==> config.mk <==
export PLATFORM = sky130hd
export DESIGN_NAME = count_display_driver
export DESIGN_NICKNAME = d
export VERILOG_FILES = /design/src/rtl/count_display_driver.sv
export SDC_FILE = /design/constraint.sdc
export NUM_CORES = 1
export LEC_CHECK = 0
export CELL_PAD_IN_SITES_DETAIL_PLACEMENT = 1
export CELL_PAD_IN_SITES_GLOBAL_PLACEMENT = 2
export CORE_UTILIZATION = 34
export CTS_CLUSTER_DIAMETER = 120
export DETAILED_ROUTE_END_ITERATION = 8
export PLACE_DENSITY = 0.81
export SKIP_CTS_REPAIR_TIMING = 1
export SLEW_MARGIN = 20
export SYNTH_ARGS = -nofsm -noshare
export SYNTH_HDL_FRONTEND = slang
export SYNTH_SLANG_ARGS = --single-unit
==> constraint.sdc <==
create_clock -name CLK -period 2.4 [get_ports CLK]
set_input_delay 0.48 -clock CLK [delete_from_list [all_inputs] [get_ports CLK]]
set_output_delay 0.48 -clock CLK [all_outputs]
set_load 0.01 [all_outputs]
==> src/rtl/count_display_driver.sv <==
// Converts an 8-bit count to three BCD digits with a sequential double-dabble engine
// and drives a 3-digit multiplexed common-anode 7-segment display with leading-zero blanking.
module count_display_driver #(
    parameter int unsigned REFRESH_DIV = 50000
) (
    input  logic        CLK,
    input  logic        RST_N,
    input  logic [7:0]  DIN,
    output logic [11:0] BCD,
    output logic        BUSY,
    output logic [6:0]  SEG,
    output logic [2:0]  AN
);

    localparam int unsigned CNT_W = (REFRESH_DIV > 1) ? $clog2(REFRESH_DIV) : 1;

    localparam logic [1:0] S_IDLE  = 2'd0;
    localparam logic [1:0] S_CONV  = 2'd1;
    localparam logic [1:0] S_LATCH = 2'd2;

    logic [1:0]       state_q, state_d;
    logic [19:0]      shreg_q, shreg_d;
    logic [2:0]       iter_q, iter_d;
    logic [11:0]      bcd_q, bcd_d;
    logic [CNT_W-1:0] cnt_q, cnt_d;
    logic [1:0]       digit_q, digit_d;
    logic [6:0]       seg_q, seg_d;
    logic [2:0]       an_q, an_d;
    logic [19:0]      adj;

    function automatic logic [6:0] seg_dec(input logic [3:0] d);
        case (d)
            4'd0:    seg_dec = 7'h40;
            4'd1:    seg_dec = 7'h79;
            4'd2:    seg_dec = 7'h24;
            4'd3:    seg_dec = 7'h30;
            4'd4:    seg_dec = 7'h19;
            4'd5:    seg_dec = 7'h12;
            4'd6:    seg_dec = 7'h02;
            4'd7:    seg_dec = 7'h78;
            4'd8:    seg_dec = 7'h00;
            4'd9:    seg_dec = 7'h10;
            default: seg_dec = 7'h7F;
        endcase
    endfunction

    always_comb begin
        adj = shreg_q;
        for (int unsigned i = 0; i < 3; i++) begin
            if (shreg_q[8 + 4*i +: 4] >= 4'd5) begin
                adj[8 + 4*i +: 4] = shreg_q[8 + 4*i +: 4] + 4'd3;
            end
        end
    end

    always_comb begin
        state_d = state_q;
        shreg_d = shreg_q;
        iter_d  = iter_q;
        bcd_d   = bcd_q;
        case (state_q)
            S_IDLE: begin
                shreg_d = {12'h000, DIN};
                iter_d  = '0;
                state_d = S_CONV;
            end
            S_CONV: begin
                shreg_d = adj << 1;
                iter_d  = iter_q + 3'd1;
                if (iter_q == 3'd7) begin
                    state_d = S_LATCH;
                end
            end
            S_LATCH: begin
                bcd_d   = shreg_q[19:8];
                state_d = S_IDLE;
            end
            default: state_d = S_IDLE;
        endcase
    end

    // Digit select, blanking and segment lookup happen only on the refresh wrap,
    // so the display always shows the BCD value present at that edge.
    always_comb begin
        logic       wrap;
        logic [3:0] nib;
        logic       blank;
        wrap    = (cnt_q == CNT_W'(REFRESH_DIV - 1));
        cnt_d   = wrap ? '0 : cnt_q + 1'b1;
        digit_d = digit_q;
        seg_d   = seg_q;
        an_d    = an_q;
        nib     = bcd_q[3:0];
        blank   = 1'b0;
        if (wrap) begin
            digit_d = (digit_q >= 2'd2) ? 2'd0 : digit_q + 2'd1;
            case (digit_d)
                2'd1: begin
                    nib   = bcd_q[7:4];
                    blank = (bcd_q[11:8] == 4'd0) && (bcd_q[7:4] == 4'd0);
                end
                2'd2: begin
                    nib   = bcd_q[11:8];
                    blank = (bcd_q[11:8] == 4'd0);
                end
                default: begin
                    nib   = bcd_q[3:0];
                    blank = 1'b0;
                end
            endcase
            an_d  = ~(3'b001 << digit_d);
            seg_d = blank ? 7'h7F : seg_dec(nib);
        end
    end

    always_ff @(posedge CLK) begin
        if (!RST_N) begin
            state_q <= S_IDLE;
            shreg_q <= '0;
            iter_q  <= '0;
            bcd_q   <= '0;
            cnt_q   <= '0;
            digit_q <= 2'd2;
            seg_q   <= 7'h7F;
            an_q    <= 3'b111;
        end else begin
            state_q <= state_d;
            shreg_q <= shreg_d;
            iter_q  <= iter_d;
            bcd_q   <= bcd_d;
            cnt_q   <= cnt_d;
            digit_q <= digit_d;
            seg_q   <= seg_d;
            an_q    <= an_d;
        end
    end

    assign BCD  = bcd_q;
    assign BUSY = (state_q != S_IDLE);
    assign SEG  = seg_q;
    assign AN   = an_q;

endmodule

==> reports/metrics.cfg, run 1 <==
[status]
status=completed

[floorplan]
die_w_um=95.98
coreArea_sq_um=8382
io_pins=33
start_util_pct=35.83
die_y_um=95.98
die_area_sq_um=9212
row_count=33

[timing]
timing.final.crit_period_ps=1957
period_share_pct=81.54
slew_violations=0
max_freq_mhz=511.0
relSlewSlack_pct=61.18
worst_clock_skew_ps=11.39
worst_pin_slew_ps=581.4
finalHoldViolations=0
setup_viol=0
setup_tns_ps=0
whs_ps=460.1
rsz0062_at_grt=false

[clock_tree]
cts.path.max_buffers=2
cts-buffers-inserted=9
root_buffer=clkbuf_8
htree_levels=3
clkTransAtPathRegs_ps=60
clock_latency_ps=340
cts_tree=done
cts_sinks=65

[critical_path]
cp_common_cell=a21oi_1
cp_data_required_time_ps=2620
cp_slowest_cell=dfxtp_1
cp-end-kind=flip-flop
worstSetupPathType=reg -> reg
worstPathArrival_ps=2180
crit_chain=mux2_2 > mux2i_4 > inv_1 > ha_1 > o21a_1 > a21oi_1 > a21oi_1
cp_max_fo=8
slowest_delay_ps=530
start_kind=flip-flop

[grt]
grt_max_degree=39
grt_overflow_total=0
antenna_found_initial=0
track_usage_pct=16.95
grt_pass1_vias=2477
grt_first_pass_wirelength_um=11850

[hold_path]
hold_path_class=reg -> reg

[detailed_routing]
via_count=2446
wirelength_um=6839
wl_per_cell_um=14.25
drtAntennaViolNets=0
drc_errors=0
vias_per_cell=5.096
drt_first_pass_iters=4
initialDrtViolationCount=91

[placement]
dp.final_hpwl_um=4913
placement.io_buffers=32
gp_congestion=0.7890

[logic_synthesis]
ys_types=50
ys_seq_elements=65
synth.avg_cell_area_sq_um=8.937
synthTopCellsByCount=dfxtp_1 (65), nand2_1 (57), nor2_1 (24), o21ai_0 (18)
async_reset_ff_share_pct=0
synth_area_leaders=dfxtp_1 (43%), nand2_1 (7.1%), ha_1 (5.0%), a21boi_0 (3.2%), xor2_1 (3.2%)
seq_area_frac_synth_pct=43.33
syn-cell-area_sq_um=3003
yosysTopAreaCell=dfxtp_1
post-synth-top-count-cell=dfxtp_1
syn_inst=336
yosysTopAreaCellShare_pct=43.33
synth_edf_count=0
synthFlopType=dfxtp_1
syn-num-nets=358
ys_warn_count=0

[job]
cap_violations=0

[power_and_ir_drop]
ir_drop_uv=234.9
cellPowerDensity_nw_per_um2=564.5
combinationalPowerShare_pct=4.0
leakage_uw=0.001356
pwr-share-seq_pct=53.9
power.net_switching_uw=461.2
intPower_uw=1586
p_clk_share_pct=42.1
p_sw_share_pct=22.53

[layout]
finalNetCount=393
diodes=0
area_delta_synth_final_pct=20.79
drive_gt1_share_pct=9.067

[area by class of cell]
class,instances,area (sq um)
Sequential cell,65,1301
Clock inverter,3,15.01
Timing Repair Buffer,39,385.4
Tap cell,105,131.4
Fill cell,977,4755
Inverter,11,41.29
Multi-Input combinational cell,245,1588
Clock buffer,12,165.2
[worst paths after layout]
check	slack, ps	end	from	cells after the start
worst min register to register	460	cnt_q[0]	cnt_q[0]	1
worst max register to register	440	SEG[6]	digit_q[0]	7
worst max-delay path	440	SEG[6]	digit_q[0]	7
worst min-delay path	460	cnt_q[0]	cnt_q[0]	1
[critical path: cells and delay by family, from the launching register on]
kind,cells,cell delay [ps]
multiplexers,2,630
AO/OA/AOI/OAI,3,410
adder cells (fa/ha/maj),1,200
buffers and inverters,1,70
flip-flops,1,530
[stage by stage]
stage          std cells  total power, uW  setup slack, ps  utilization, %  instance area, sq um
2_1_floorplan        336             1176            693.1               -                  3003
3_3_place_gp         465             1210            480.1           41.13                  3447
4_1_cts              480             2080            442.3           43.28                  3627
3_5_place_dp         465             1211            465.5           41.13                  3447
6_report             480             2047            442.9           43.28                  3627
5_1_grt              480             2140            323.6           43.28                  3627
[cells in the final DEF, fill, tap and decap left out, types with 3 or more instances in the layout]
cell and count:
ha_1 12, dfxtp_1 65, clkbuf_8 12, xnor2_1 7, a21oi_1 13, xor2_1 11, nor3b_1 6, nand2_1 57
nand3_1 5, a32o_1 4, and3_1 6, inv_1 11, nor2b_1 3, clkdlybuf4s50_1 32, a31oi_1 5, mux2i_1 9
and2_1 10, o21ai_0 18, buf_4 6, clkinv_2 3, o22ai_1 3, a21boi_0 13, o31ai_1 3, nor2_1 24
nand2b_1 4
[power groups by stage]
stage | logic, uW | registers (uW) | clock network [uW]
final | 81.7 | 1100 | 862
after floorplan | 51.2 | 1120 | 0
after global placement | 81.9 | 1130 | 0
after global routing | 91.6 | 1110 | 942
after CTS | 83.3 | 1100 | 893
after detailed placement | 82.6 | 1130 | 0
[per-layer routing]
layer,up-vias,global-route usage [%],wire [um]
met1,1174,21.82,3444
met3,8,5.608,283
met2,35,26.77,3018
met5,-,0,0
li1,1229,-,-
met4,0,5.224,91
[state kept, by name, indices dropped and copies added, names as in the netlist]
register and flops:
cnt_q 16, iter_q 3, state_q 2, SEG 7
digit_q 2, shreg_q 20, AN 3, BCD 12
[kinds of logic (layout without fill, tap and decap cells)]
| group | Yosys count | after routing | share of synthesized area [%] |
|---|---|---|---|
| compound gates | 71 | 71 | 15.67 |
| flops | 65 | 65 | 43.33 |
| mux | 13 | 13 | 5.375 |
| simple gates | 131 | 131 | 21.58 |
| fa+ha+maj | 12 | 12 | 5.000 |
| buf+inv | 26 | 65 | 3.792 |
| xor+xnor | 18 | 18 | 5.250 |
(Power assumes the default switching activity.)
==> run 2, diff against run 1 <==
==> constraint.sdc (replaced) <==
create_clock -name CLK -period 1.9 [get_ports CLK]
set_input_delay 0.38 -clock CLK [delete_from_list [all_inputs] [get_ports CLK]]
set_output_delay 0.38 -clock CLK [all_outputs]
set_load 0.01 [all_outputs]
==> run 2 against run 1 <==
Register-to-register slack lost 300 ps. Die area is the same. Global-route usage is essentially flat. First-iteration DRC count grew 1.1%. Combinational power grew 32%. Count of clock-buffer cells in the layout shrank 2. Hold slack gained 7.0 ps. Sequential power grew 26%. Via count grew 1.1%. Flip-flop and latch count is the same. Total power grew 29%. Critical path type is now reg -> out. Critical endpoint is now BUSY.
==> reports/metrics.cfg, run 2 (same netlist as run 1, synthesis figures left out) <==
[floorplan]
die_y_um=95.98
io_pins=33
row_count=33
coreArea_sq_um=8382
start_util_pct=35.83
die_w_um=95.98
die_area_sq_um=9212

[detailed_routing]
initialDrtViolationCount=92
routed-wl-met2_um=3033
via_count=2473
wl_per_cell_um=14.14
drtAntennaViolNets=0
drt_first_pass_iters=5
top_layer=met4
vias_per_cell=5.068
wirelength_um=6902
drt-met1-wl_um=3504
drc_errors=0
wl_met3_um=284

[layout]
finalNonFillerCells=488
mostFrequentLayoutCell=dfxtp_1
largest_register=shreg_q
largest_reg_flops=20
final_cell_mix=dfxtp_1 (64), nand2_1 (57), clkdlybuf4s50_1 (32)
area_delta_synth_final_pct=22.37
finalNetCount=400
diodes=0
drive_gt1_share_pct=10.97

[timing]
finalHoldViolations=0
period_share_pct=94.19
worst_pin_slew_ps=479.8
relSlewSlack_pct=67.58
setup_viol=0
rsz0062_at_grt=false
timing.final.crit_period_ps=1790
whs_ps=467.1
max_freq_mhz=558.8
worst_clock_skew_ps=8.666
slew_violations=0
setup_tns_ps=0

[critical_path]
cp-endpoint=BUSY
cp_max_fo=5
path_buf_inv=2
cp_data_required_time_ps=1520
worst-path-stages=3
cp_slowest_cell=clkdlybuf4s50_1
rr_worst_depth=4
cp-end-kind=output port
crit_chain=nor2_1 > inv_1 > clkdlybuf4s50_1
crit_family=buffers and inverters
slowest_delay_ps=520
regToRegStartpoint=digit_q[1]
cp-startpoint=state_q[0]
r2r-end=SEG[5]
worstPathArrival_ps=1410
worstSetupPathType=reg -> out
r2r_setup_slack_ps=140
start_kind=flip-flop

[grt]
track_usage_pct=16.96
grt_overflow_total=0
grt_pass1_vias=2525
grt_first_pass_wirelength_um=11910
grt_max_degree=22
antenna_found_initial=0

[clock_tree]
root_buffer=clkbuf_8
cts-buffers-inserted=9
clkTransAtPathRegs_ps=70
cts_tree=done
cts.path.max_buffers=2
htree_levels=3
clock_latency_ps=340
cts_sinks=65

[placement]
dp.final_hpwl_um=5014
placement.io_buffers=32
dp.cells=472
gp_congestion=0.7973

[status]
status=completed

[power_and_ir_drop]
ir_drop_uv=324.5
fin_total_pwr_uw=2644
cellPowerDensity_nw_per_um2=719.4
leakage_uw=0.001388

[hold_path]
hold_start=cnt_q[0]
hold_path_class=reg -> reg

[job]
cap_violations=0

## run 2: cell types whose count changed in the layout (fill, tap and decap cells not counted), sizes merged
cell    before  now
buf          7   14
bufinv       0    1
clkinv       3    5
clkbuf      12   10
## run 2: per-stage QoR
step           setup WS [ps]  utilization [%]  area, sq um
6_report               110.5            43.84         3675
5_1_grt                10.96            43.84         3675
4_1_cts                11.00            43.83         3674
3_5_place_dp           90.21            41.60         3487
3_3_place_gp           138.4            41.60         3487
2_1_floorplan          193.1                -         3003
## run 2: worst register-to-register path, delay by kind of cell, from the launching register on
family / cells / cell delay, ps
AND/OR/NAND/NOR: 2 / 720
AO/OA/AOI/OAI: 2 / 530
flip-flops: 1 / 430
## run 2: how the worst min path moves through the flow
stage | endpoint | slack, ps | cells past startpoint
after floorplan | shreg_q[8] | 420 | 2
after global placement | cnt_q[0] | 440 | 1
after detailed placement | cnt_q[0] | 450 | 1
after CTS | cnt_q[0] | 470 | 1
after global routing | cnt_q[0] | 500 | 1
final | cnt_q[0] | 470 | 1
## run 2: per-layer routing
metal / GRT usage [%] / vias to the layer above
met5: 0 / -
met4: 5.597 / 0
met3: 5.845 / 8
met2: 26.60 / 31
met1: 21.68 / 1185
li1: - / 1249
## run 2: final cells by class
class | count | area [sq um]
fill | 990 | 4707
tap | 105 | 131.4
multi-input combinational | 245 | 1588
sequential | 65 | 1303
inverter | 11 | 41.29
clock inverter | 6 | 58.81
clock buffer | 10 | 127.6
timing repair buffer | 46 | 425.4
## run 2: report_power, final
| part | total, uW | switching [uW] | internal (uW) |
|---|---|---|---|
| registers | 1390 | 12.9 | 1380 |
| logic | 108 | 49.5 | 58.4 |
| clock network | 1140 | 543 | 599 |
| total | 2640 | 605 | 2040 |
